**src/rtl/voice_mix_scheduler.sv**
```systemverilog
// Round-robin voice poller: gathers one sample per voice, mixes, attenuates,
// saturates and pushes a mono-as-stereo word into the audio FIFO.
module voice_mix_scheduler #(
  parameter int NUM_VOICES  = 4,
  parameter int SAMPLE_W    = 16,
  parameter int ACK_TIMEOUT = 15
) (
  input  logic                           CLK,
  input  logic                           RESET_N,
  input  logic                           RUN,
  input  logic [NUM_VOICES-1:0]          VOICE_EN,
  output logic [NUM_VOICES-1:0]          REQ,
  input  logic [NUM_VOICES-1:0]          ACK,
  input  logic [NUM_VOICES*SAMPLE_W-1:0] SAMPLE,
  input  logic [1:0]                     MASTER_SHIFT,
  input  logic                           FIFO_FULL,
  output logic                           FIFO_WRITE,
  output logic [2*SAMPLE_W-1:0]          FIFO_DATA,
  output logic                           BUSY,
  output logic                           TIMEOUT_ERR,
  output logic [7:0]                     CLIP_CNT
);
  localparam int IW    = $clog2(NUM_VOICES);
  localparam int ACC_W = SAMPLE_W + $clog2(NUM_VOICES);
  localparam int TW    = $clog2(ACK_TIMEOUT + 1);
  localparam logic signed [ACC_W-1:0] SMAX = ACC_W'((1 << (SAMPLE_W-1)) - 1);
  localparam logic signed [ACC_W-1:0] SMIN = ~SMAX;

  typedef enum logic [1:0] {IDLE, POLL, SCALE, WRITE} state_t;

  state_t                            state, state_nxt;
  logic [IW-1:0]                     idx, nidx;
  logic                              slot_en;
  logic [TW-1:0]                     tcnt;
  logic signed [ACC_W-1:0]           acc, sample_ext, shifted;
  logic signed [SAMPLE_W-1:0]        sat;
  logic [NUM_VOICES-1:0][SAMPLE_W-1:0] smp;
  logic                              ack_i, tmo_hit, slot_done, last_slot;
  logic                              clip_hi, clip_lo, start;

  assign smp        = SAMPLE;
  assign nidx       = idx + 1'b1;
  assign ack_i      = ACK[idx];
  assign tmo_hit    = (tcnt == TW'(ACK_TIMEOUT - 1));
  // A disabled slot costs exactly one cycle and contributes nothing.
  assign slot_done  = !slot_en || ack_i || tmo_hit;
  assign last_slot  = (idx == IW'(NUM_VOICES - 1));
  assign start      = RUN && !FIFO_FULL;
  assign sample_ext = {{(ACC_W-SAMPLE_W){smp[idx][SAMPLE_W-1]}}, smp[idx]};
  assign shifted    = acc >>> MASTER_SHIFT;
  assign clip_hi    = shifted > SMAX;
  assign clip_lo    = shifted < SMIN;
  assign sat        = clip_hi ? SMAX[SAMPLE_W-1:0] :
                      clip_lo ? SMIN[SAMPLE_W-1:0] : shifted[SAMPLE_W-1:0];

  for (genvar i = 0; i < NUM_VOICES; i++) begin : g_req
    assign REQ[i] = (state == POLL) && slot_en && (idx == IW'(i));
  end

  always_ff @(posedge CLK or negedge RESET_N) begin
    if (!RESET_N) state <= IDLE;
    else          state <= state_nxt;
  end

  always_comb begin
    state_nxt  = state;
    FIFO_WRITE = 1'b0;
    BUSY       = (state != IDLE);
    case (state)
      IDLE:  if (start) state_nxt = POLL;
      POLL:  if (slot_done && last_slot) state_nxt = SCALE;
      SCALE: state_nxt = WRITE;
      WRITE: if (!FIFO_FULL) begin
               FIFO_WRITE = 1'b1;
               state_nxt  = IDLE;
             end
      default: state_nxt = IDLE;
    endcase
  end

  always_ff @(posedge CLK or negedge RESET_N) begin
    if (!RESET_N) begin
      idx         <= '0;
      slot_en     <= 1'b0;
      tcnt        <= '0;
      acc         <= '0;
      FIFO_DATA   <= '0;
      TIMEOUT_ERR <= 1'b0;
      CLIP_CNT    <= '0;
    end else begin
      case (state)
        IDLE: if (start) begin
          acc     <= '0;
          idx     <= '0;
          tcnt    <= '0;
          slot_en <= VOICE_EN[0];
        end
        POLL: if (slot_done) begin
          if (slot_en && ack_i)            acc <= acc + sample_ext;
          else if (slot_en && tmo_hit)     TIMEOUT_ERR <= 1'b1;
          tcnt <= '0;
          // Enable is latched on slot entry so mid-slot changes are ignored.
          if (!last_slot) begin
            idx     <= nidx;
            slot_en <= VOICE_EN[nidx];
          end
        end else begin
          tcnt <= tcnt + 1'b1;
        end
        SCALE: begin
          FIFO_DATA <= {sat, sat};
          if ((clip_hi || clip_lo) && CLIP_CNT != 8'hFF) CLIP_CNT <= CLIP_CNT + 8'd1;
        end
        default: ;
      endcase
    end
  end
endmodule

```
**config.mk**
```make
export PLATFORM = sky130hd
export DESIGN_NAME = voice_mix_scheduler
export DESIGN_NICKNAME = d
export VERILOG_FILES = /design/src/rtl/voice_mix_scheduler.sv
export SDC_FILE = /design/constraint.sdc
export NUM_CORES = 1
export LEC_CHECK = 0
export BUFFER_PORTS_ARGS = -buffer_cell sky130_fd_sc_hd__buf_2
export CAP_MARGIN = 30
export CELL_PAD_IN_SITES_DETAIL_PLACEMENT = 1
export CELL_PAD_IN_SITES_GLOBAL_PLACEMENT = 2
export CORE_MARGIN = 5
export CORE_UTILIZATION = 34
export CTS_BUF_LIST = sky130_fd_sc_hd__clkbuf_4 sky130_fd_sc_hd__clkbuf_8
export DETAILED_ROUTE_END_ITERATION = 8
export PLACE_DENSITY_LB_ADDON = 0.1
export SYNTH_ARGS = -nofsm -noshare
export SYNTH_HDL_FRONTEND = slang
export SYNTH_SLANG_ARGS = --single-unit
export TNS_END_PERCENT = 100
```
**constraint.sdc**
```tcl
create_clock -name CLK -period 6.66 [get_ports CLK]
set_input_delay 0.333 -clock CLK [delete_from_list [all_inputs] [get_ports CLK]]
set_output_delay 0.333 -clock CLK [all_outputs]
set_load 0.01 [all_outputs]
```
==> results of run 1 <==
==> sequential cells by signal (all words and copies together) (netlist names) <==
| signal | flops |
|---|---|
| slot_en | 1 |
| CLIP_CNT | 8 |
| FIFO_DATA | 16 |
| tcnt | 4 |
| acc | 18 |
| idx | 2 |
| TIMEOUT_ERR | 1 |
| state | 2 |
==> layer usage <==
layer,wire length (um),GRT usage
met5,0,0
met4,88,0.0279
met3,590,0.0330
met2,5170,0.259
met1,5430,0.214
==> report_power, final <==
part | switching, W | total (W) | internal [W]
logic | 0.000620 | 0.00108 | 0.000457
registers | 0.000130 | 0.000544 | 0.000414
clock network | 0.000114 | 0.000203 | 0.0000890
==> stage by stage <==
step                      power [W]  hold slack (ns)  area (um^2)
after detailed placement    0.00164            0.458         4660
after CTS                   0.00185            0.171         4760
final                       0.00182            0.133         4760
after global placement      0.00162            0.448         4660
after floorplan             0.00137           0.0374         4080
after global routing        0.00200            0.204         4760
==> layout make-up <==
class,count,area (um^2)
fillers,1399,7110
multi-input cells,314,2420
flip-flops and latches,52,1300
repair buffers,126,636
well taps,147,184
inverters,31,116
clock buffers,7,90.1
clock inverters,1,7.51
==> cells in the final DEF (no fill, tap or decap), types with 2 or more instances in the layout <==
master and instances:
nand2b_1 3, mux4_2 17, o21ai_0 37, o211ai_1 2, clkbuf_8 6, nand3_1 9
a22o_1 2, and3_1 7, a221o_1 15, nor2b_1 9, o31ai_1 8, a21oi_1 26
a31oi_1 3, ha_1 28, buf_2 124, dfrtp_1 52, xor2_1 10, nand2_1 43
nor2_1 14, buf_4 2, mux2_2 2, a41o_1 2, a21o_1 6, o22ai_1 3
xnor2_1 9, inv_1 31, o21ai_1 5, nor3_1 11, nand4_1 5, o21a_1 3
nor2_2 2, mux2i_1 18
==> logic make-up (layout without fill, tap and decap cells) <==
group	Yosys count	in the layout	synth area share
AOI/OAI and AO/OA	120	120	0.190
and+or+nand+nor	109	109	0.129
buffers and inverters	70	165	0.0869
DFF	52	52	0.319
muxes	37	37	0.144
adders and majority gates	29	29	0.0909
xor gates and xnor gates	19	19	0.0408
==> Yosys cell counts (11+ instances only) <==
cell type / number
a221o_1: 15
inv_1: 31
mux4_2: 17
buf_4: 17
nor3_1: 11
a21oi_1: 26
dfrtp_1: 52
nand2_1: 43
mux2i_1: 18
nor2_1: 14
o21ai_0: 37
ha_1: 28
==> path summary, 6_finish.rpt <==
check | start | to | slack (ns)
min in group CLK | VOICE_EN[0] | slot_en | 0.36
min | RESET_N | CLIP_CNT[6] | 0.13
min reg2reg | TIMEOUT_ERR | TIMEOUT_ERR | 0.47
max reg2reg | idx[0] | acc[16] | 3.28
max in group asynchronous | RESET_N | acc[3] | 6.04
max | idx[0] | acc[16] | 3.28
==> critical path: cells and delay by family, from the launching register on <==
| family | cells | cell delay [ns] |
|---|---|---|
| AND/OR/NAND/NOR | 2 | 0.16 |
| adder cells (fa/ha/maj) | 2 | 0.40 |
| buffers and inverters | 2 | 0.44 |
| flip-flops | 1 | 0.62 |
| AO/OA/AOI/OAI | 4 | 0.91 |
| multiplexers | 2 | 0.73 |
==> metrics.md, run 1 <==
| Metric | Value |
|---|---|
| Status | complete, no violations |
| Layout cell share with drive strength beyond 1 | 0.301 |
| Clk Latency, worst-skew pair | 0.32 ns |
| Top cells by area, synth | dfrtp_1, mux4_2, ha_1 |
| I/O Pins | 125 |
| Via count | 3580 |
| Fmax | 296 MHz |
| P_leak | 2.32 nW |
| Required time worst endpoint | 6.87 ns |
| Fin util | 0.401 |
| Post-synth top area share | 0.319 |
| Critical path type | reg -> reg |
| Clock Tree Root | clkbuf_8 |
| Final Setup Violations | 0 |
| Final Non-Filler Cells | 678 |
| Largest net degree at the start of global routing | 53 |
| Max Slew Vio Count | 0 |
| PwrDens | 384 mW/mm^2 |
| Avg Cell Area, Syn | 9.35 um^2 |
| Layout Nets | 637 |
| CTS max path bufs | 2 |
| Setup WS pre-CTS | 3.21 ns |
| DRC viols | 0 |
| Synth async-reset ratio | 1.00 |
| Post-synth EDFFs | 0 |
| Clock-pin slew on the worst setup and hold paths | 0.10 ns |
| Core area | 0.0119 mm^2 |
| Initial antenna violation count | 0 |
| Hold buffers post-CTS | 0 |
| Crit-path max FO | 14 |
| Die span in x | 119 um |
| Pre-Repair DR Iteration Count | 4 |
| Crit path largest cell delay | 0.62 ns |
| Post-CTS setup repair buffer count | 0 |
| Crit-path cells | buf_4, mux4_2, ha_1, inv_1, fa_1, nor2b_1, o21a_1, o21ai_1, a21oi_1, a211o_1, mux2i_1, nand3_1 |
| DRT iter0 DRCs | 137 |
| Minimum clock period | 3.38 ns |
| Number of synthesized register bits | 52 |
| Port-buffer cells | 124 |
| Sequential element share of the synthesized area | 0.319 |
| Final hold violations | 0 |
| Global-route wire length before repair | 18400 um |
| Vias/cell | 5.28 |
| Final Skew | 0.00947 ns |
| Area delta synth->final | 16.7% |
| Resize count post-CTS | 0 |
| Die area | 0.0143 mm^2 |
| Mapped cell area | 0.00408 mm^2 |
| Cells after Synth | 436 |
| Hold Path Class | in -> async |
| GRT overflow | 0 |
| Synth cell types | 48 |
| Diodes inserted | 0 |
| CTS sink count | 52 |
| Post-DP HPWL | 9080 um |
| Relative slew margins | 0.369 |
| Period Utilization, post-route | 0.508 |
| Area leader, netlist | dfrtp_1 |
| Std-Cell Rows | 40 |
| Final ANT Viol Nets | 0 |
| Commonest register cell after synthesis | dfrtp_1 |
| DIE HEIGHT | 119 um |
| H-tree depth | 2 |
| CTS tree | done |
| Crit-path slowest cell | dfrtp_1 |
| RSZ-0062 raised after global routing | no |
| Placed Cells incl. Taps | 670 |
| Mapped Nets | 543 |
| Synth warnings | 0 |
| CTS Buf Count | 5 |
| GP Congestion | 0.862 |
| Crit path capture type | register |
| Initial Util | 0.344 |
| Setup Total Neg Slack | 0 ns |
| Cell count of the worst reg-to-reg path | 12 |
| Vias in the first global route | 3710 |
| DR WL/cell | 16.6 um |
| Measured slew at the worst slew-check pin | 0.945 ns |
| Maxcap violations | 0 |
| Kind of launch point of the worst setup path | register |
| Tot GR Track Use | 0.156 |
| PnR worst setup slack | 3.28 ns |
| Crit path DAT | 3.59 ns |
| Max IR drop VDD | 169 uV |
| Drt total wl | 11300 um |
Note: power is estimated with default switching activity, not from simulation.
==> run 2, diff against run 1 <==
--- a/config.mk
+++ b/config.mk
@@ -5,12 +5,13 @@
 export SDC_FILE = /design/constraint.sdc
 export NUM_CORES = 1
 export LEC_CHECK = 0
+export ABC_AREA = 1
 export BUFFER_PORTS_ARGS = -buffer_cell sky130_fd_sc_hd__buf_2
 export CAP_MARGIN = 30
 export CELL_PAD_IN_SITES_DETAIL_PLACEMENT = 1
 export CELL_PAD_IN_SITES_GLOBAL_PLACEMENT = 2
 export CORE_MARGIN = 5
-export CORE_UTILIZATION = 34
+export CORE_UTILIZATION = 29
 export CTS_BUF_LIST = sky130_fd_sc_hd__clkbuf_4 sky130_fd_sc_hd__clkbuf_8
 export DETAILED_ROUTE_END_ITERATION = 8
 export PLACE_DENSITY_LB_ADDON = 0.1
==> constraint.sdc (replaced) <==
create_clock -name CLK -period 3.15 [get_ports CLK]
set_input_delay 0.1575 -clock CLK [delete_from_list [all_inputs] [get_ports CLK]]
set_output_delay 0.1575 -clock CLK [all_outputs]
set_load 0.01 [all_outputs]
==> run 2 against run 1 <==
First-iteration DRC count rose by 38%. Clock skew shrank 0.0032 ns. Core utilization is 5.3 points lower. Via count increased by 28%. Critical endpoint is now acc[9]. Largest cell class unchanged. Largest power group unchanged.
==> metrics.md, run 2 <==
| Metric | Value |
|---|---|
| CTS tree | done |
| Period Utilization, post-route | 0.924 (+0.416) |
| Required time worst endpoint | 3.35 ns (-3.52 ns) |
| Global-route wire length before repair | 24300 um (+32%) |
| Post-CTS setup repair buffer count | 0 (unchanged) |
| WHS | 0.259 ns (+0.126 ns) |
| PnR worst setup slack | 0.240 ns (-3.04 ns) |
| Area leader, netlist | dfrtp_1 |
| Top cells by area, synth | dfrtp_1, nand2_1, ha_1 |
| Critical Path Most Common Cell | nand2_1 |
| Crit path largest cell delay | 0.37 ns (-0.25 ns) |
| Commonest non-fill, non-tap cell in the layout | nand2_1 |
| Drt total wl | 14800 um (+32%) |
| Final hold violations | 0 (unchanged) |
| Total Power | 0.00461 W (+150%) |
| Largest regs | acc (18), FIFO_DATA (16), CLIP_CNT (8) |
| Crit-path slowest cell | dfrtp_1 |
| Tot GR Track Use | 0.166 (+0.00922) |
| DIE HEIGHT | 134 um (+12%) |
| GR peak layer | met2 |
| Largest Register | acc |
| Vias/cell | 4.80 (-9.0%) |
| GP Congestion | 0.837 (-2.9%) |
| Post-synth EDFFs | 0 (unchanged) |
| Setup Total Neg Slack | 0 ns (unchanged) |
| Sequential element share of the synthesized area | 0.293 (-0.0266) |
| Initial antenna violation count | 0 (unchanged) |
| Crit-path max FO | 25 (+11) |
| Pre-Repair DR Iteration Count | 4 (unchanged) |
| Kind of launch point of the worst setup path | register |
| Synth cell count leaders | nand2_1, inv_1, nor2_1 |
| Cells after Synth | 664 (+52%) |
| DRC viols | 0 (unchanged) |
| Fmax | 344 MHz (+16%) |
| Diodes inserted | 0 (unchanged) |
| Final ANT Viol Nets | 0 (unchanged) |
| Max IR drop VDD | 182 uV (+7.8%) |
| Area delta synth->final | 18.4% |
| Initial Util | 0.294 (-0.0501) |
| Core area | 0.0151 mm^2 (+28%) |
| Clk Latency, worst-skew pair | 0.30 ns (-0.02 ns) |
| Commonest register cell after synthesis | dfrtp_1 |
| H-tree depth | 2 (unchanged) |
| Measured slew at the worst slew-check pin | 0.599 ns (-0.346 ns) |
| Relative slew margins | 0.600 (+0.231) |
| Critical path type | reg -> reg |
| Layout Nets | 876 (+38%) |
| Vias in the first global route | 4780 (+29%) |
| Crit-path cells | buf_4, buf_4, o21ai_0, o22ai_1, ha_1, nand2_1, inv_1, a21oi_1, nand3_2, nor2_1, nor2_1, nand2_1, nand2_1 |
| Die span in x | 134 um (+12%) |
| Hold Path Class | in -> reg |
| Status | complete, no violations |
| Max Slew Vio Count | 0 (unchanged) |
| RSZ-0062 raised after global routing | no |
| Std-Cell Rows | 45 (+13%) |
| Final Setup Violations | 0 (unchanged) |
| CTS max path bufs | 2 (unchanged) |
| Synth async-reset ratio | 1.00 (unchanged) |
| FILL cells | 1983 (+42%) |
| Layout cell share with drive strength beyond 1 | 0.220 (-0.0816) |
| Crit path DAT | 3.11 ns (-0.48 ns) |
| Setup WS pre-CTS | 0.115 ns (-3.10 ns) |
| Commonest non-fill, non-tap cells in the layout | nand2_1, buf_2, inv_1, nor2_1, o21ai_0 |
| PwrDens | 875 mW/mm^2 (+130%) |
| Largest net degree at the start of global routing | 42 (-21%) |
| Max reg flops | 18 (unchanged) |
| Met3 usage | 0.0199 (-0.0131) |
| Number of synthesized register bits | 52 (unchanged) |
| Final Skew | 0.00630 ns (-0.00317 ns) |
| Clock Tree Root | clkbuf_8 |
| Die area | 0.0179 mm^2 (+25%) |
| P_leak | 2.96 nW (+28%) |
| CTS Buf Count | 5 (unchanged) |
| GRT overflow | 0 (unchanged) |
| Grt met2 use | 0.298 (+0.0396) |
| Minimum clock period | 2.91 ns (-0.470 ns) |
| Post-synth top area share | 0.293 (-0.0266) |
| Synth warnings | 0 (unchanged) |
| DR WL/cell | 15.5 um (-6.8%) |
| Mapped Nets | 771 (+42%) |
| Maxcap violations | 0 (unchanged) |
| Mapped cell area | 0.00445 mm^2 (+9.1%) |
| Most frequent cell after synthesis | nand2_1 |
| DRT iter0 DRCs | 189 (+38%) |
| Via count | 4598 (+28%) |
| Synth cell types | 40 (-17%) |
| GR Util met1 | 0.216 (+0.00185) |
| Avg Cell Area, Syn | 6.70 um^2 (-28%) |
| Port-buffer cells | 124 (unchanged) |
| CTS sink count | 52 (unchanged) |
| Crit path capture type | register |
| I/O Pins | 125 (unchanged) |
| Post-DP HPWL | 12400 um (+37%) |
| Clock-pin slew on the worst setup and hold paths | 0.09 ns (about the same) |
-- run 2: cell types whose count changed after synthesis, moves of 17 or more --
cell | before | now
inv_1 | 31 | 71
mux4_2 | 17 | 0
nand2_1 | 43 | 200
nand3_1 | 9 | 28
nor2_1 | 14 | 69
o21ai_0 | 37 | 57
o22ai_1 | 3 | 21
-- run 2: repair_timing --
item                                    4_1_cts  5_1_grt
resized for setup                             0        1
hold endpoints to repair                      0       52
endpoints found under the setup margin        0        2
hold buffers                                  0        1
-- run 2: critical path: cells and delay by family (launching register included) --
| kind | cells | cell delay [ns] |
|---|---|---|
| AOI/OAI and AO/OA | 3 | 0.76 |
| DFF | 1 | 0.37 |
| adders and majority gates | 1 | 0.37 |
| buffers and inverters | 3 | 0.53 |
| and+or+nand+nor | 6 | 0.78 |
-- run 2: final timing paths --
| kind | from | to | slack, ns | depth (start not counted) |
|---|---|---|---|---|
| worst min register to register | TIMEOUT_ERR | TIMEOUT_ERR | 0.49 | 1 |
| worst max-delay path | idx[0] | acc[9] | 0.24 | 13 |
| max in group asynchronous | RESET_N | acc[5] | 2.56 | 3 |
| worst min-delay path | VOICE_EN[0] | slot_en | 0.26 | 5 |
| worst max register to register | idx[0] | acc[9] | 0.24 | 13 |
| min in group asynchronous | RESET_N | CLIP_CNT[0] | 0.37 | 3 |
-- run 2: routing by layer --
| metal | vias up | share of wire |
|---|---|---|
| met3 | 8 | 0.031 |
| met1 | 2159 | 0.46 |
| met5 | - | 0 |
| met4 | 0 | 0.0075 |
| li1 | 2350 | - |
| met2 | 81 | 0.50 |
-- run 2: power breakdown --
part / switching, W / internal [W]
clock: 0.000208 / 0.000160
combinational: 0.00204 / 0.00109
sequential: 0.000220 / 0.000889
-- run 2: kinds of logic after synthesis --
kind of cell,after synthesis,share of synthesized area
compound gates,122,0.162
simple gates,329,0.312
mux,3,0.00675
xor+xnor,14,0.0276
flops,52,0.293
buf+inv,115,0.116
fa+ha+maj,29,0.0833
-- run 2: cell type report --
class                           count  area (um^2)  area share
Timing Repair Buffer              136          726       0.138
Sequential cell                    52         1300       0.247
Clock inverter                      1         5.00    0.000951
Tap cell                          188          235      0.0447
Multi-Input combinational cell    497         2630       0.500
Clock buffer                        6         76.3      0.0145
Inverter                           77          289      0.0549
-- run 2: through the flow --
step                 util  instances  cell area, um^2
global route        0.348        957             5270
floorplan               -        664             4450
CTS                 0.345        955             5230
global placement    0.340        948             5150
detailed placement  0.340        948             5150
finish              0.348        957             5270
